`src/rtl/ws2812_pkg.sv`:
```
// ---------------------------------------------------------------------------
// ws2812_pkg
// Shared definitions for the WS2812 frame driver:
//   - state_t         : frame sequencer states
//   - GRB_*_MSB       : bit offsets of the G/R/B bytes inside a 24-bit pixel
//   - DEF_*           : default timing for a 50 MHz clock
//   - scale_channel() : 8-bit channel brightness scaling, (ch*(level+1))>>8
// Optional feature macro used by the top level: WS2812_BRIGHTNESS_SCALE_EN
// ---------------------------------------------------------------------------
package ws2812_pkg;

    typedef enum logic [2:0] {
        ST_IDLE,
        ST_FETCH,
        ST_SHIFT,
        ST_STALL,
        ST_LATCH
    } state_t;

    localparam int GRB_G_MSB = 23;
    localparam int GRB_R_MSB = 15;
    localparam int GRB_B_MSB = 7;

    localparam int DEF_NUM_LEDS  = 110;
    localparam int DEF_BIT_CLK   = 63;     // 1.26 us
    localparam int DEF_T0H_CLK   = 20;     // 0.40 us
    localparam int DEF_T1H_CLK   = 40;     // 0.80 us
    localparam int DEF_RESET_CLK = 15000;  // 300 us

    // level=255 is an exact passthrough, level=0 gives black.
    function automatic logic [7:0] scale_channel(input logic [7:0] ch,
                                                 input logic [7:0] level);
        logic [16:0] prod;
        prod = {9'd0, ch} * {8'd0, ({1'b0, level} + 9'd1)};
        return prod[15:8];
    endfunction

endpackage

```
`src/rtl/ws2812_bit_encoder.sv`:
```
// ---------------------------------------------------------------------------
// ws2812_bit_encoder
// Produces one WS2812 bit waveform per start strobe: high for T1H_CLK (bit=1)
// or T0H_CLK (bit=0) cycles, then low until BIT_CLK cycles have elapsed.
// A new start in the same cycle as bit_done continues with no gap.
// Ports:
//   clk, reset  : clock, synchronous active-high reset
//   start       : begin a bit period on the next cycle
//   bit_value   : value of the bit being started
//   line_out    : registered serial line
//   bit_done    : high in the last cycle of the current bit period
// ---------------------------------------------------------------------------
module ws2812_bit_encoder #(
    parameter int BIT_CLK = 63,
    parameter int T0H_CLK = 20,
    parameter int T1H_CLK = 40,
    parameter int CNT_W   = 14
) (
    input  logic clk,
    input  logic reset,
    input  logic start,
    input  logic bit_value,
    output logic line_out,
    output logic bit_done
);

    localparam logic [CNT_W-1:0] LAST_CNT = CNT_W'(BIT_CLK - 1);
    localparam logic [CNT_W-1:0] T0H      = CNT_W'(T0H_CLK);
    localparam logic [CNT_W-1:0] T1H      = CNT_W'(T1H_CLK);

    logic             active_q, active_d;
    logic [CNT_W-1:0] cnt_q, cnt_d;
    logic [CNT_W-1:0] th_q, th_d;
    logic             line_q, line_d;

    always_comb begin
        active_d = active_q;
        cnt_d    = cnt_q;
        th_d     = th_q;
        if (start) begin
            active_d = 1'b1;
            cnt_d    = '0;
            th_d     = bit_value ? T1H : T0H;
        end else if (active_q) begin
            if (cnt_q == LAST_CNT) begin
                active_d = 1'b0;
            end else begin
                cnt_d = cnt_q + CNT_W'(1);
            end
        end
        // Line is computed from next-state values so the registered output
        // lines up with the counter it describes.
        line_d = active_d && (cnt_d < th_d);
    end

    always_ff @(posedge clk) begin
        if (reset) begin
            active_q <= 1'b0;
            cnt_q    <= '0;
            th_q     <= '0;
            line_q   <= 1'b0;
        end else begin
            active_q <= active_d;
            cnt_q    <= cnt_d;
            th_q     <= th_d;
            line_q   <= line_d;
        end
    end

    assign line_out = line_q;
    assign bit_done = active_q && (cnt_q == LAST_CNT);

endmodule

```
`src/rtl/ws2812_frame_driver.sv`:
```
// ---------------------------------------------------------------------------
// ws2812_frame_driver
// Pulls NUM_LEDS 24-bit GRB pixels over valid/ready and serialises them MSB
// first onto a WS2812 line, then holds the line low for RESET_CLK cycles and
// pulses frame_done.
// Ports:
//   clk, reset    : clock, synchronous active-high reset
//   frame_start   : start a frame (accepted only in IDLE)
//   pixel_grb     : pixel data {G,R,B}
//   pixel_valid   : pixel_grb valid
//   brightness    : per-pixel scale, present only with WS2812_BRIGHTNESS_SCALE_EN
//   pixel_ready   : driver accepts a pixel this cycle
//   led_index     : index of the pixel being requested
//   leds_line     : WS2812 serial data
//   busy          : frame in progress
//   frame_done    : one-cycle pulse at end of latch gap
//   underrun_err  : sticky pixel-starvation flag, cleared by next frame_start
// Optional feature macro: WS2812_BRIGHTNESS_SCALE_EN
// ---------------------------------------------------------------------------
module ws2812_frame_driver
    import ws2812_pkg::*;
#(
    parameter int NUM_LEDS  = DEF_NUM_LEDS,
    parameter int BIT_CLK   = DEF_BIT_CLK,
    parameter int T0H_CLK   = DEF_T0H_CLK,
    parameter int T1H_CLK   = DEF_T1H_CLK,
    parameter int RESET_CLK = DEF_RESET_CLK
) (
    input  logic        clk,
    input  logic        reset,
    input  logic        frame_start,
    input  logic [23:0] pixel_grb,
    input  logic        pixel_valid,
`ifdef WS2812_BRIGHTNESS_SCALE_EN
    input  logic [7:0]  brightness,
`endif
    output logic        pixel_ready,
    output logic [6:0]  led_index,
    output logic        leds_line,
    output logic        busy,
    output logic        frame_done,
    output logic        underrun_err
);

    localparam int MAX_CLK = (BIT_CLK > RESET_CLK) ? BIT_CLK : RESET_CLK;
    localparam int CNT_W   = $clog2(MAX_CLK + 1);
    localparam int RC_W    = $clog2(NUM_LEDS + 1);

    localparam logic [RC_W-1:0]  NUM_CNT    = RC_W'(NUM_LEDS);
    localparam logic [6:0]       LAST_IDX   = 7'(NUM_LEDS - 1);
    localparam logic [CNT_W-1:0] LATCH_LAST = CNT_W'(RESET_CLK - 1);

    if (!(T0H_CLK > 0 && T0H_CLK < T1H_CLK && T1H_CLK < BIT_CLK)) begin : g_bad_timing
        $error("ws2812_frame_driver: need 0 < T0H_CLK < T1H_CLK < BIT_CLK");
    end
    if (NUM_LEDS < 1 || NUM_LEDS > 128) begin : g_bad_num_leds
        $error("ws2812_frame_driver: NUM_LEDS must be 1..128 (7-bit led_index)");
    end

    state_t           state_q, state_d;
    logic [23:0]      shift_q, shift_d;
    logic [4:0]       bit_cnt_q, bit_cnt_d;
    logic [23:0]      hold_q, hold_d;
    logic             hold_full_q, hold_full_d;
    logic [RC_W-1:0]  req_cnt_q, req_cnt_d;     // pixels accepted this frame
    logic [CNT_W-1:0] lat_cnt_q, lat_cnt_d;
    logic             underrun_q, underrun_d;
    logic             frame_done_q, frame_done_d;

    logic        enc_start;
    logic        enc_bit;
    logic        enc_done;
    logic        xfer;
    logic [23:0] load_data;

`ifdef WS2812_BRIGHTNESS_SCALE_EN
    // brightness is applied as the pixel moves from holding to shift register.
    assign load_data = {scale_channel(hold_q[GRB_G_MSB -: 8], brightness),
                        scale_channel(hold_q[GRB_R_MSB -: 8], brightness),
                        scale_channel(hold_q[GRB_B_MSB -: 8], brightness)};
`else
    assign load_data = hold_q;
`endif

    assign busy        = (state_q != ST_IDLE);
    assign pixel_ready = busy && !hold_full_q && (req_cnt_q < NUM_CNT);
    assign xfer        = pixel_valid && pixel_ready;
    assign led_index   = (req_cnt_q >= NUM_CNT) ? LAST_IDX : 7'(req_cnt_q);

    always_comb begin
        state_d      = state_q;
        shift_d      = shift_q;
        bit_cnt_d    = bit_cnt_q;
        hold_d       = hold_q;
        hold_full_d  = hold_full_q;
        req_cnt_d    = req_cnt_q;
        lat_cnt_d    = lat_cnt_q;
        underrun_d   = underrun_q;
        frame_done_d = 1'b0;
        enc_start    = 1'b0;
        enc_bit      = shift_q[22];

        // Transfers only happen while holding is empty; loads only while it
        // is full, so the two never touch hold_full in the same cycle.
        if (xfer) begin
            hold_d      = pixel_grb;
            hold_full_d = 1'b1;
            req_cnt_d   = req_cnt_q + RC_W'(1);
        end

        case (state_q)
            ST_IDLE: begin
                if (frame_start) begin
                    state_d     = ST_FETCH;
                    req_cnt_d   = '0;
                    underrun_d  = 1'b0;
                    hold_full_d = 1'b0;
                end
            end
            ST_FETCH, ST_STALL: begin
                if (state_q == ST_STALL) begin
                    underrun_d = 1'b1;
                end
                if (hold_full_q) begin
                    shift_d     = load_data;
                    bit_cnt_d   = 5'd23;
                    hold_full_d = 1'b0;
                    enc_start   = 1'b1;
                    enc_bit     = load_data[23];
                    state_d     = ST_SHIFT;
                end
            end
            ST_SHIFT: begin
                if (enc_done) begin
                    if (bit_cnt_q != 5'd0) begin
                        shift_d   = {shift_q[22:0], 1'b0};
                        bit_cnt_d = bit_cnt_q - 5'd1;
                        enc_start = 1'b1;
                        enc_bit   = shift_q[22];
                    end else if (hold_full_q) begin
                        shift_d     = load_data;
                        bit_cnt_d   = 5'd23;
                        hold_full_d = 1'b0;
                        enc_start   = 1'b1;
                        enc_bit     = load_data[23];
                    end else if (req_cnt_q < NUM_CNT) begin
                        state_d    = ST_STALL;
                        underrun_d = 1'b1;
                    end else begin
                        state_d   = ST_LATCH;
                        lat_cnt_d = '0;
                    end
                end
            end
            ST_LATCH: begin
                if (lat_cnt_q == LATCH_LAST) begin
                    state_d      = ST_IDLE;
                    frame_done_d = 1'b1;
                end else begin
                    lat_cnt_d = lat_cnt_q + CNT_W'(1);
                end
            end
            default: state_d = ST_IDLE;
        endcase
    end

    always_ff @(posedge clk) begin
        if (reset) begin
            state_q      <= ST_IDLE;
            shift_q      <= '0;
            bit_cnt_q    <= '0;
            hold_q       <= '0;
            hold_full_q  <= 1'b0;
            req_cnt_q    <= '0;
            lat_cnt_q    <= '0;
            underrun_q   <= 1'b0;
            frame_done_q <= 1'b0;
        end else begin
            state_q      <= state_d;
            shift_q      <= shift_d;
            bit_cnt_q    <= bit_cnt_d;
            hold_q       <= hold_d;
            hold_full_q  <= hold_full_d;
            req_cnt_q    <= req_cnt_d;
            lat_cnt_q    <= lat_cnt_d;
            underrun_q   <= underrun_d;
            frame_done_q <= frame_done_d;
        end
    end

    assign frame_done   = frame_done_q;
    assign underrun_err = underrun_q;

    ws2812_bit_encoder #(
        .BIT_CLK (BIT_CLK),
        .T0H_CLK (T0H_CLK),
        .T1H_CLK (T1H_CLK),
        .CNT_W   (CNT_W)
    ) u_bit_encoder (
        .clk       (clk),
        .reset     (reset),
        .start     (enc_start),
        .bit_value (enc_bit),
        .line_out  (leds_line),
        .bit_done  (enc_done)
    );

endmodule

```
`config.mk`:
```
export PLATFORM = sky130hd
export DESIGN_NAME = ws2812_frame_driver
export DESIGN_NICKNAME = d
export VERILOG_FILES = /design/src/rtl/ws2812_pkg.sv /design/src/rtl/ws2812_bit_encoder.sv /design/src/rtl/ws2812_frame_driver.sv
export SDC_FILE = /design/constraint.sdc
export NUM_CORES = 1
export LEC_CHECK = 0
export ABC_AREA = 1
export CAP_MARGIN = 5
export CORE_ASPECT_RATIO = 1.4
export CORE_MARGIN = 1.5
export CORE_UTILIZATION = 66
export CTS_BUF_LIST = sky130_fd_sc_hd__clkbuf_4 sky130_fd_sc_hd__clkbuf_8
export DETAILED_ROUTE_END_ITERATION = 6
export DONT_BUFFER_PORTS = 1
export GPL_TIMING_DRIVEN = 0
export PLACE_DENSITY = 0.82
export SLEW_MARGIN = 20
export SYNTH_ARGS = -nofsm -noshare
export SYNTH_HDL_FRONTEND = slang
export SYNTH_HIERARCHICAL = 1
export SYNTH_SLANG_ARGS = --single-unit
```
`constraint.sdc`:
```
create_clock -name clk -period 4.2 [get_ports clk]
set_clock_uncertainty 0.1 [all_clocks]
set_input_delay 0.84 -clock clk [delete_from_list [all_inputs] [get_ports clk]]
set_output_delay 0.84 -clock clk [all_outputs]
set_load 0.05 [all_outputs]
```
; Yosys cells after proc, flatten, opt, wreduce, memory -nomap -nowiden
; Index checks and enable logic that the tools add are counted.
[word_totals]
regBits = 110
inputBits = 28
output_inout_bits = 12
[classes]
n_addsub = 4
order_cmp = 3
eq_ne = 16
mux = 56
bitwise = 1
n_reduce_logical = 18
[ops]
columns = operator, n
row1 = $mux W14, 9
row2 = $mux W24, 3
row3 = $pmux W24 S2, 1
row4 = $add A14 B1 Y14 const B, 2
row5 = $mux W7, 4
row6 = $pmux W14 S2, 1
row7 = $mux W1, 21
row8 = $mux W3, 7
row9 = $ne A2 B2 Y1 const B, 10
row10 = $mux W5, 3
row11 = $eq A14 B14 Y1 const B, 1
row12 = $eq A14 B6 Y1 const B, 1
row13 = $lt A14 B14 Y1, 1
row14 = $pmux W3 S4, 1
row15 = $reduce_and A6 Y1, 2
row16 = $pmux W5 S2, 1
row17 = $add A7 B1 Y7 const B, 1
row18 = $ge A7 B7 Y1 const B, 1
row19 = $lt A7 B7 Y1 const B, 1
row20 = $reduce_and A7 Y1, 1
row21 = $eq A3 B2 Y1 const B, 2
row22 = $mux W6, 1
row23 = $pmux W1 S3, 2
row24 = $reduce_bool A3 Y1, 2
row25 = other kinds (12), 19

; Longest topological paths before layout
; Gate-level depths: netlist of run 1.
[logic_depth]
ltp_word = 9
depth_mapped = 19

; Cells and area by module
; The synthesis of run 1 kept the hierarchy.
[modules_own_cells]
columns = mod, n_inst, cells_each, area_each_um2, seq_area_each_um2
row1 = ws2812_frame_driver, 1, 577, 3861.2, 1581.5
row2 = ws2812_bit_encoder, 1, 220, 1655.3, 600.6

; Worst setup path before layout of run 1
; Ideal clock, no wire load.
[synth_timing]
path_type = register -> register
from = register u_bit_encoder.cnt_q[0]
to = register u_bit_encoder.line_q, in the netlist u_bit_encoder/line_out
setup_ns = 0.070
t_arrival_ns = 2.856
path_slack_ns = 1.174
path_stages_with_launch = 19
path_cell_list = dfxtp_1 -> inv_1 -> ha_1 -> nand3_1 -> nor2_2 -> nand2_2 -> nor2_1 -> o21ai_4 -> a21oi_4 -> buf_6 -> buf_6 -> clkbuf_1 -> nor2_1 -> ha_1 -> a21oi_1 -> o21ai_0 -> a21boi_0 -> o211ai_1 -> a21oi_1
[synth_lines]
columns = element, line_no
row1 = from (decl), ws2812_bit_encoder.sv:32  ; logic [CNT_W-1:0] cnt_q, cnt_d;
row2 = from (signal assigned), ws2812_bit_encoder.sv:64  ; cnt_q <= cnt_d;
row3 = $eq A14 B6 Y1, ws2812_bit_encoder.sv:71  ; assign bit_done = active_q && (cnt_q == LAST_CNT);
row4 = $logic_and A1 B1 Y1, ws2812_bit_encoder.sv:71
row5 = named net enc_done, ws2812_frame_driver.sv:72  ; logic enc_done;
row6 = $mux W1, ws2812_frame_driver.sv:134  ; if (enc_done) begin
row7 = $pmux W1 S2, ws2812_frame_driver.sv:111  ; case (state_q)
row8 = named net enc_start, ws2812_frame_driver.sv:70  ; logic enc_start;
row9 = $mux W14, ws2812_bit_encoder.sv:40  ; if (start) begin
row10 = named net u_bit_encoder.cnt_d[7], ws2812_bit_encoder.sv:32
row11 = $lt A14 B14 Y1, ws2812_bit_encoder.sv:53  ; line_d = active_d && (cnt_d < th_d);
row12 = $logic_and A1 B1 Y1, ws2812_bit_encoder.sv:53
row13 = to (signal assigned), ws2812_bit_encoder.sv:66  ; line_q <= line_d;
row14 = to (decl), ws2812_bit_encoder.sv:34  ; logic line_q, line_d;
; The timed path passes the listed nets, and every way through them passes these cells.
; A chain may end at the register's enable or synchronous reset.

; Final worst setup path of run 1
; Ends and elaborated chain as after synthesis.

==> results of run 1 <==
## report_power, final
part	leakage, nW	internal (mW)	switching [mW]	total [mW]
sequential	0.883	1.19	0.109	1.29
combinational	1.32	0.265	0.668	0.933
clock	0.0985	0.236	0.391	0.626
## worst max-delay path, stage by stage (launching register included)
cell and delay, ns:
dfxtp_1 0.35, inv_1 0.08, ha_1 0.15, nand3_1 0.09, nor2_2 0.14, nand2_2 0.11, nor2_1 0.30, o21ai_4 0.15
a21oi_4 0.32, buf_6 0.21, buf_6 0.15, clkbuf_1 0.41, nor3_1 0.14, ha_1 0.31, a21oi_1 0.14, o21ai_0 0.10
a21boi_0 0.24, o211ai_1 0.11, a21oi_1 0.11
## layout make-up
cell class / count / area [um2]
Buffer: 27 / 129
Clock buffer: 10 / 131
Clock inverter: 6 / 53.8
Fill cell: 715 / 2320
Inverter: 96 / 363
Multi-Input combinational cell: 565 / 2840
Sequential cell: 109 / 2180
Tap cell: 102 / 128
## through the flow
stage               hold slack [ns]  instance area, um2  cells  util (%)
global route                  0.376                5830    915      71.5
global placement              0.325                5640    899      69.3
floorplan                     0.315                5520    797         -
CTS                           0.352                5830    915      71.5
finish                        0.351                5830    915      71.5
detailed placement            0.337                5640    899      69.3
## routing by layer
layer / vias to the layer above / routed length [um] / GRT usage, %
li1: 2586 / - / -
met1: 2325 / 5220 / 32.5
met2: 78 / 6550 / 53.6
met3: 25 / 435 / 5.84
met4: 2 / 269 / 10.6
met5: - / 14 / 0
## sequential cells by signal (all words and copies together) (netlist names)
name / count
req_cnt_q: 7
lat_cnt_q: 14
shift_q: 23
bit_cnt_q: 5
state_q: 3
u_bit_encoder/cnt_q: 14
frame_done: 1
u_bit_encoder/active_q: 1
u_bit_encoder/th_q: 14
u_bit_encoder/line_out: 1
hold_q: 24
hold_full_q: 1
underrun_err: 1
## Yosys cell counts, drive strengths merged
library cell  count
nor4              5
mux2              1
ha               20
xor2              7
nand4             9
clkbuf           15
a21boi            2
a31oi             1
nand2           176
inv              96
a211oi            2
nand3            43
nor2            127
or2               5
o211ai            2
buf              12
o21bai            4
nand3b            3
dfxtp           109
o21ai            51
xnor2             1
a21oi            73
nor3             30
o21a              3
## cells in the final DEF (no fill, tap or decap), types with 15 or more instances in the layout
cell      count
a21oi_1      72
ha_1         20
dfxtp_1     109
nor3_1       28
inv_1        89
o21ai_0      47
nand3_1      40
nor2_1      116
nand2_1     173
clkbuf_1     15
## cells by family after synthesis
group	after synthesis	share of synthesized area [%]
buf+inv	123	8.91
compound gates	138	13.8
xor+xnor	8	1.27
flops	109	39.6
mux	1	0.204
fa+ha+maj	20	4.54
simple gates	398	31.7
## worst paths after layout
| path | endpoint | slack [ns] | depth (start not counted) |
|---|---|---|---|
| worst max-delay path | u_bit_encoder/line_out | 0.41 | 18 |
| worst min register to register | u_bit_encoder/th_q[0] | 0.35 | 2 |
| worst max register to register | u_bit_encoder/line_out | 0.41 | 18 |
| worst min-delay path | u_bit_encoder/th_q[0] | 0.35 | 2 |
==> summary.txt, run 1 <==
Yosys
  – Syn avg cell area: 6.92 um2
  – Post-synthesis sequential area ratio: 39.6%
  – Syn Nets: 845
  – Area contributors post-synth: dfxtp_1 (40%), nand2_1 (12%), nor2_1 (7.9%), a21oi_1 (6.5%), inv_1 (6.1%)
  – Mapped cell area: 5520 um2
  – Yosys reg bits: 109
  – Netlist cell types: 40
  – Top-area cell type share of the netlist area: 39.6%
  – Post-Syn Instances: 797
  – Number of warnings issued by yosys: 6
  – Area leader, netlist: dfxtp_1

Floorplan
  – Die W: 80.3 um
  – Die ar.: 8920 um2
  – Core Rows: 39
  – Io pins: 40
  – Height of the die: 111 um
  – Initial Util: 67.7%
  – CORE AREA: 8150 um2

GRT
  – Antenna violations before repair: 2
  – Vias in the first global route: 4,741
  – First-pass GRT wire length: 20.7 mm
  – Largest net degree at the start of global routing: 20
  – Final global-route overflow total: 0
  – Global Route Usage Sum: 29.3%

STA
  – RSZ-0062 raised after global routing: false
  – Worst slew margin: 39.7%
  – Tmin final: 3.79 ns
  – Setup-failing EPs final: 0
  – Tcrit/Tclk final: 90.3%
  – Fin Setup TNS: 0 ns
  – PnR worst setup slack: 0.406 ns
  – Final hold vios: 0
  – Slew Viols, Final: 0
  – Worst slew pin tran: 0.902 ns
  – Fmax: 264 MHz

Worst setup path
  – Worst EP arrival: 4.02 ns
  – CP Launch Point: u_bit_encoder/cnt_q[0]
  – Crit end category: flip-flop
  – CP Max Fanout: 11
  – Crit Path Class: reg2reg
  – FF-to-FF Start: u_bit_encoder/cnt_q[0]
  – Critical Path Start Type: flip-flop
  – WP data required: 4.43 ns

Detailed routing
  – Routed wire per std cell: 13.7 um
  – Routed Antenna Nets: 0
  – Starting DRT DRC Count: 250
  – Vias per cell: 5.48
  – Via count: 5,016
  – # DRC: 0
  – Pre-antenna DRT Iters: 5
  – Routed wire length: 12.5 mm

Clocking
  – Post-CTS Hold Fix Bufs: 0
  – PostCTS Resize Cnt: 0
  – CTS tree: built
  – Clock Latency Late Sink: 0.39 ns
  – Number of clock sinks: 109
  – Clock transition at the registers of the reported paths: 0.11 ns
  – Clk buf depth: 2
  – Clock Tree Root: clkbuf_8
  – CTS Buf Count: 9
  – Htree depth: 3
  – Postcts setup bufs: 0

Hold path
  – Hold_sp: u_bit_encoder/th_q[0]
  – Worst min-delay path class: reg2reg

Place
  – DP Wirelength: 9.33 mm
  – Post-Place Worst Slack: 0.461 ns
  – Port Buffers: 0
  – GPL Wtd Cong: 0.933

Pwr
  – Maximum VDD drop: 0.306 mV
  – P per Cell Area: 490 nW/um2
  – Final Power: 2.85 mW
  – Leak: 2.30 nW

Flow run
  – Max-cap violations: 0

Finish
  – N_diodes: 0
  – Fin nets: 856
  – Area growth, synth to finish: 5.67%
  – Share of post-route cells with drive strength above 1: 8.00%

Status
  – Outcome: complete, no violations
Power figures use the tool's default switching activity.
==> inputs of run 2 (changes only) <==
--- a/config.mk
+++ b/config.mk
@@ -13,7 +13,6 @@
 export CTS_BUF_LIST = sky130_fd_sc_hd__clkbuf_4 sky130_fd_sc_hd__clkbuf_8
 export DETAILED_ROUTE_END_ITERATION = 6
 export DONT_BUFFER_PORTS = 1
-export GPL_TIMING_DRIVEN = 0
 export PLACE_DENSITY = 0.82
 export SLEW_MARGIN = 20
 export SYNTH_ARGS = -nofsm -noshare
==> run 2 against run 1 <==
  * Design area is 1.8% lower
  * Sequential share of layout area is 0.70 points higher
  * Fmax is 15% higher
  * Highest routed layer unchanged
  * Largest power group unchanged
  * Non-clock buffer count is 25 lower
  * Wire length is 6.5% lower
==> summary.txt, run 2 (synthesis results as in run 1) <==
Finish
  – Commonest cells after routing, fill and taps aside: nand2_1 (173), nor2_1 (116), dfxtp_1 (109)
  – Area growth, synth to finish: 3.72%
  – Largest register by flop count: hold_q
  – Top flop regs: hold_q x24, shift_q x23
  – Share of post-route cells with drive strength above 1: 7.23%
  – Fin nets: 831
  – Fin cells: 890
  – Max reg flops: 24
  – Post-Layout Inst Area: 5720 um2
  – Commonest non-fill, non-tap cell in the layout: nand2_1
  – N_diodes: 0

Floorplan
  – Core Rows: 39
  – CORE AREA: 8150 um2
  – Height of the die: 111 um
  – Io pins: 40
  – Die ar.: 8920 um2
  – Die W: 80.3 um
  – Initial Util: 67.7%

GRT
  – First-pass GRT wire length: 19.6 mm
  – Global Route Usage Sum: 27.5%
  – Final global-route overflow total: 0
  – Vias in the first global route: 4,609
  – Largest net degree at the start of global routing: 67
  – Antenna violations before repair: 2

Hold path
  – Worst min-delay path class: reg2reg

Pwr
  – Leak: 2.24 nW
  – P per Cell Area: 486 nW/um2
  – Maximum VDD drop: 0.309 mV

Clocking
  – CTS tree: built
  – Clk buf depth: 2
  – Clock Tree Root: clkbuf_8
  – PostCTS Resize Cnt: 0
  – Number of clock sinks: 109
  – Htree depth: 3
  – Postcts setup bufs: 0
  – Clock Latency Late Sink: 0.39 ns
  – Post-CTS Hold Fix Bufs: 0
  – CTS Buf Count: 9
  – Clock transition at the registers of the reported paths: 0.10 ns

Worst setup path
  – Crit Path Class: reg2out
  – WP data required: 3.26 ns
  – Worst EP arrival: 2.37 ns
  – Crit end category: output port
  – Critical Path Start Type: flip-flop
  – CP Max Fanout: 5

Detailed routing
  – Vias per cell: 5.53
  – Via count: 4,920
  – # DRC: 0
  – Routed Antenna Nets: 0
  – Routed wire per std cell: 13.1 um
  – Pre-antenna DRT Iters: 4
  – Met3 routed wirelength: 438 um
  – Routed wl met2: 6.02 mm
  – Starting DRT DRC Count: 267
  – DR top layer: met5
  – Routed wire length: 11.7 mm
  – WL met1: 4.91 mm

Place
  – Area after DPL: 5530 um2
  – DP Wirelength: 8.27 mm
  – Port Buffers: 0
  – Post-Place Worst Slack: 0.954 ns
  – Dpl cells: 874
  – GPL Wtd Cong: 0.943

STA
  – PnR worst setup slack: 0.893 ns
  – Tmin final: 3.31 ns
  – Setup-failing EPs final: 0
  – Slew Viols, Final: 0
  – Hold_ws: 0.342 ns
  – RSZ-0062 raised after global routing: false
  – Fin Setup TNS: 0 ns
  – Tcrit/Tclk final: 78.7%
  – Final hold vios: 0
  – Fmax: 302 MHz
  – Worst slew pin tran: 0.903 ns
  – Worst slew margin: 39.6%

Flow run
  – Max-cap violations: 0

Status
  – Outcome: complete, no violations
==> run 2: cell count changes in the layout (fill, tap and decap cells not counted) <==
cell        delta
buf_2          -7
clkbuf_1      -15
buf_6          -2
buf_1          -2
clkinvlp_4     +1
clkbuf_4       -1
clkinv_2       -1
clkbuf_8       +1
clkinv_4       +1
inv_8          -1
buf_4          +1
==> run 2: where the power goes <==
part / total, mW / switching (mW) / internal (mW) / leakage [nW]
logic: 0.861 / 0.621 / 0.240 / 1.26
clock network: 0.622 / 0.379 / 0.242 / 0.0954
registers: 1.30 / 0.111 / 1.19 / 0.883
total: 2.78 / 1.11 / 1.67 / 2.24
==> run 2: final cells by class <==
| cell class | instances | area (um2) |
|---|---|---|
| Clock buffer | 10 | 138 |
| Clock inverter | 6 | 53.8 |
| Fill cell | 701 | 2430 |
| Inverter | 96 | 363 |
| Multi-Input combinational cell | 565 | 2840 |
| Sequential cell | 109 | 2180 |
| Tap cell | 102 | 128 |
| Timing Repair Buffer | 2 | 15.0 |
==> run 2: worst paths after layout <==
check                                         endpoint  slack (ns)                   start  cells after the start
worst min-delay path             u_bit_encoder/th_q[0]        0.34   u_bit_encoder/th_q[0]                      2
worst min register to register   u_bit_encoder/th_q[0]        0.34   u_bit_encoder/th_q[0]                      2
worst max register to register  u_bit_encoder/line_out        0.96  u_bit_encoder/cnt_q[0]                     17
worst max-delay path                      led_index[4]        0.89            req_cnt_q[5]                      7
==> run 2: worst max-delay path: stages (launching register included) <==
cell and delay [ns]:
dfxtp_1 0.53, nand2_1 0.17, inv_1 0.07, nand2_1 0.17
inv_1 0.06, a31oi_1 0.17, inv_1 0.10, nor2_1 0.69
==> run 2: per-layer routing <==
layer  GRT usage (%)  up-vias
met5               0        -
met4            12.2        2
met3            5.35       27
met2            49.2       86
met1            30.6     2273
li1                -     2532
==> run 2: stage by stage <==
step | power, mW | util [%]
finish | 2.78 | 70.2
global route | 2.97 | 70.2
CTS | 2.79 | 70.2
detailed placement | 2.17 | 67.9
global placement | 2.14 | 67.9
floorplan | 2.03 | -
==> inputs of run 3 (changes only) <==
--- a/config.mk
+++ b/config.mk
@@ -9,11 +9,11 @@
 export CAP_MARGIN = 5
 export CORE_ASPECT_RATIO = 1.4
 export CORE_MARGIN = 1.5
-export CORE_UTILIZATION = 66
+export CORE_UTILIZATION = 60
 export CTS_BUF_LIST = sky130_fd_sc_hd__clkbuf_4 sky130_fd_sc_hd__clkbuf_8
 export DETAILED_ROUTE_END_ITERATION = 6
 export DONT_BUFFER_PORTS = 1
-export PLACE_DENSITY = 0.82
+export PLACE_DENSITY = 0.79
 export SLEW_MARGIN = 20
 export SYNTH_ARGS = -nofsm -noshare
 export SYNTH_HDL_FRONTEND = slang
==> constraint.sdc (replaced) <==
create_clock -name clk -period 2.9 [get_ports clk]
set_clock_uncertainty 0.1 [all_clocks]
set_input_delay 0.58 -clock clk [delete_from_list [all_inputs] [get_ports clk]]
set_output_delay 0.58 -clock clk [all_outputs]
set_load 0.05 [all_outputs]
==> run 3 against run 2 <==
  * Worst hold slack worse by 0.19 ns
  * Total power up 52%
  * Clock-buffer cell count grew 1
  * Largest power group unchanged
==> summary.txt, run 3 (synthesis results as in run 1) <==
Status
  – Outcome: complete, no violations

Floorplan
  – Initial Util: 61.4%
  – Die ar.: 9790 um2
  – Height of the die: 116 um
  – CORE AREA: 8980 um2
  – Die W: 84.0 um
  – Io pins: 40
  – Core Rows: 41

Place
  – GPL Wtd Cong: 0.909
  – Post-Place Worst Slack: -0.198 ns
  – Port Buffers: 0
  – Area after DPL: 5700 um2
  – Dpl cells: 899
  – DP Wirelength: 8.70 mm

STA
  – PnR worst setup slack: 0.146 ns
  – Fin Setup TNS: 0 ns
  – Tmin final: 2.75 ns
  – Slew Viols, Final: 0
  – Setup-failing EPs final: 0
  – Tcrit/Tclk final: 95.0%
  – Fmax: 363 MHz
  – Worst slew margin: 62.1%
  – Hold_ws: 0.148 ns
  – RSZ-0062 raised after global routing: true
  – Final hold vios: 0
  – Worst slew pin tran: 0.562 ns

Clocking
  – CTS Buf Count: 9
  – CTS tree: built
  – Clock transition at the registers of the reported paths: 0.10 ns
  – Htree depth: 3
  – Number of clock sinks: 109
  – Clock Tree Root: clkbuf_8
  – Clk buf depth: 2
  – Clock Latency Late Sink: 0.39 ns

Worst setup path
  – FF-to-FF Start: u_bit_encoder/cnt_q[0]
  – Crit-path cells: inv_2 -> ha_4 -> nand3_2 -> nor2_2 -> nand2_2 -> nor2_4 -> o21ai_4 -> nor2_4 -> mux2_4 -> or2_4 -> o21ai_4 -> ha_4 -> a21oi_2 -> nor2_1 -> a211oi_2 -> nand2_1 -> a21oi_1
  – Worst EP arrival: 2.98 ns
  – Max stage delay cell, worst path: dfxtp_2
  – CP Buf/Inv Count: 1
  – WP data required: 3.12 ns
  – CP Max Fanout: 2
  – Crit Path Class: reg2reg
  – Critical Path Start Type: flip-flop
  – Crit end category: flip-flop
  – Crit path largest cell delay: 0.34 ns
  – Reg2reg setup slack: 0.15 ns
  – R2R depth: 17
  – CP delay by family, top: simple AND/OR/NAND/NOR gates
  – Reg-to-Reg End: u_bit_encoder/line_out

GRT
  – Vias in the first global route: 4,710
  – Largest net degree at the start of global routing: 67
  – Final global-route overflow total: 0
  – Antenna violations before repair: 1
  – Global Route Usage Sum: 25.1%
  – First-pass GRT wire length: 20.2 mm

Hold path
  – Worst hold endpoint: u_bit_encoder/th_q[1]
  – Hold path depth: 1
  – Hold_sp: reset
  – Worst min-delay path class: in2reg

Detailed routing
  – Starting DRT DRC Count: 259
  – Routed wire per std cell: 13.4 um
  – Vias per cell: 5.43
  – Routed wire length: 12.3 mm
  – Via count: 4,987
  – # DRC: 0
  – Routed Antenna Nets: 0
  – Pre-antenna DRT Iters: 5

Finish
  – Largest register by flop count: hold_q
  – Commonest non-fill, non-tap cell in the layout: nand2_1
  – Commonest cells after routing, fill and taps aside: nand2_1 (172), nor2_1 (112), dfxtp_1 (107)
  – Filler Cells Inserted: 783
  – Max reg flops: 24
  – Post-Layout Inst Area: 6030 um2
  – Area growth, synth to finish: 9.28%
  – Fin nets: 853
  – Finished Core Util: 67.1%
  – Fin cells: 918
  – Share of post-route cells with drive strength above 1: 11.9%
  – Top flop regs: hold_q x24, shift_q x23

Pwr
  – Leak: 2.39 nW
  – Maximum VDD drop: 0.590 mV
  – P per Cell Area: 700 nW/um2
  – Final Power: 4.22 mW

Flow run
  – Max-cap violations: 0
==> run 3: changes by cell type in the layout (fill, tap and decap cells not counted), moves of 3 or more <==
cell / before / now
buf_4: 2 / 20
nor2_1: 116 / 112
ha_1: 20 / 17
ha_4: 0 / 3
==> run 3: final cells by class <==
type                       count  area (um2)  share of cell area [%]
clock buffer                  11         151                    2.51
timing repair buffer          24         213                    3.53
clock inverter                 5        42.5                   0.706
antenna                        1        2.50                  0.0415
sequential                   109        2180                    36.2
tap                          107         134                    2.22
inverter                      96         363                    6.02
multi-input combinational    565        2940                    48.7
==> run 3: how the worst max path moves through the flow <==
stage | end | cells past startpoint | from
final | u_bit_encoder/line_out | 17 | u_bit_encoder/cnt_q[0]
after floorplan | u_bit_encoder/line_out | 17 | u_bit_encoder/cnt_q[0]
after global placement | u_bit_encoder/line_out | 17 | u_bit_encoder/cnt_q[0]
after CTS | u_bit_encoder/line_out | 17 | u_bit_encoder/cnt_q[0]
after global routing | u_bit_encoder/line_out | 17 | u_bit_encoder/cnt_q[4]
after detailed placement | u_bit_encoder/line_out | 17 | u_bit_encoder/cnt_q[0]
==> run 3: where the power goes <==
group / leakage (nW) / internal, mW / switching [mW]
Clock: 0.102 / 0.370 / 0.541
Combinational: 1.40 / 0.453 / 0.986
Sequential: 0.884 / 1.72 / 0.152
Total: 2.39 / 2.54 / 1.68
==> run 3: layer usage <==
layer | vias up | track usage, % | part of all wire [%] | routed length (um)
met5 | - | 0 | 0.089 | 11
met4 | 2 | 10.2 | 2.0 | 240
met3 | 24 | 4.52 | 4.5 | 547
met2 | 82 | 46.5 | 51 | 6300
met1 | 2293 | 28.6 | 42 | 5190
li1 | 2586 | - | - | -
==> run 3: repair_timing <==
action / 4_1_cts / 5_1_grt
setup buffers: 2 / 0
pin swaps: 7 / 15
gates resized for setup: 11 / 19
setup endpoints to repair: 1 / 1
hold endpoints to repair: 0 / 0
hold buffers: 0 / 0
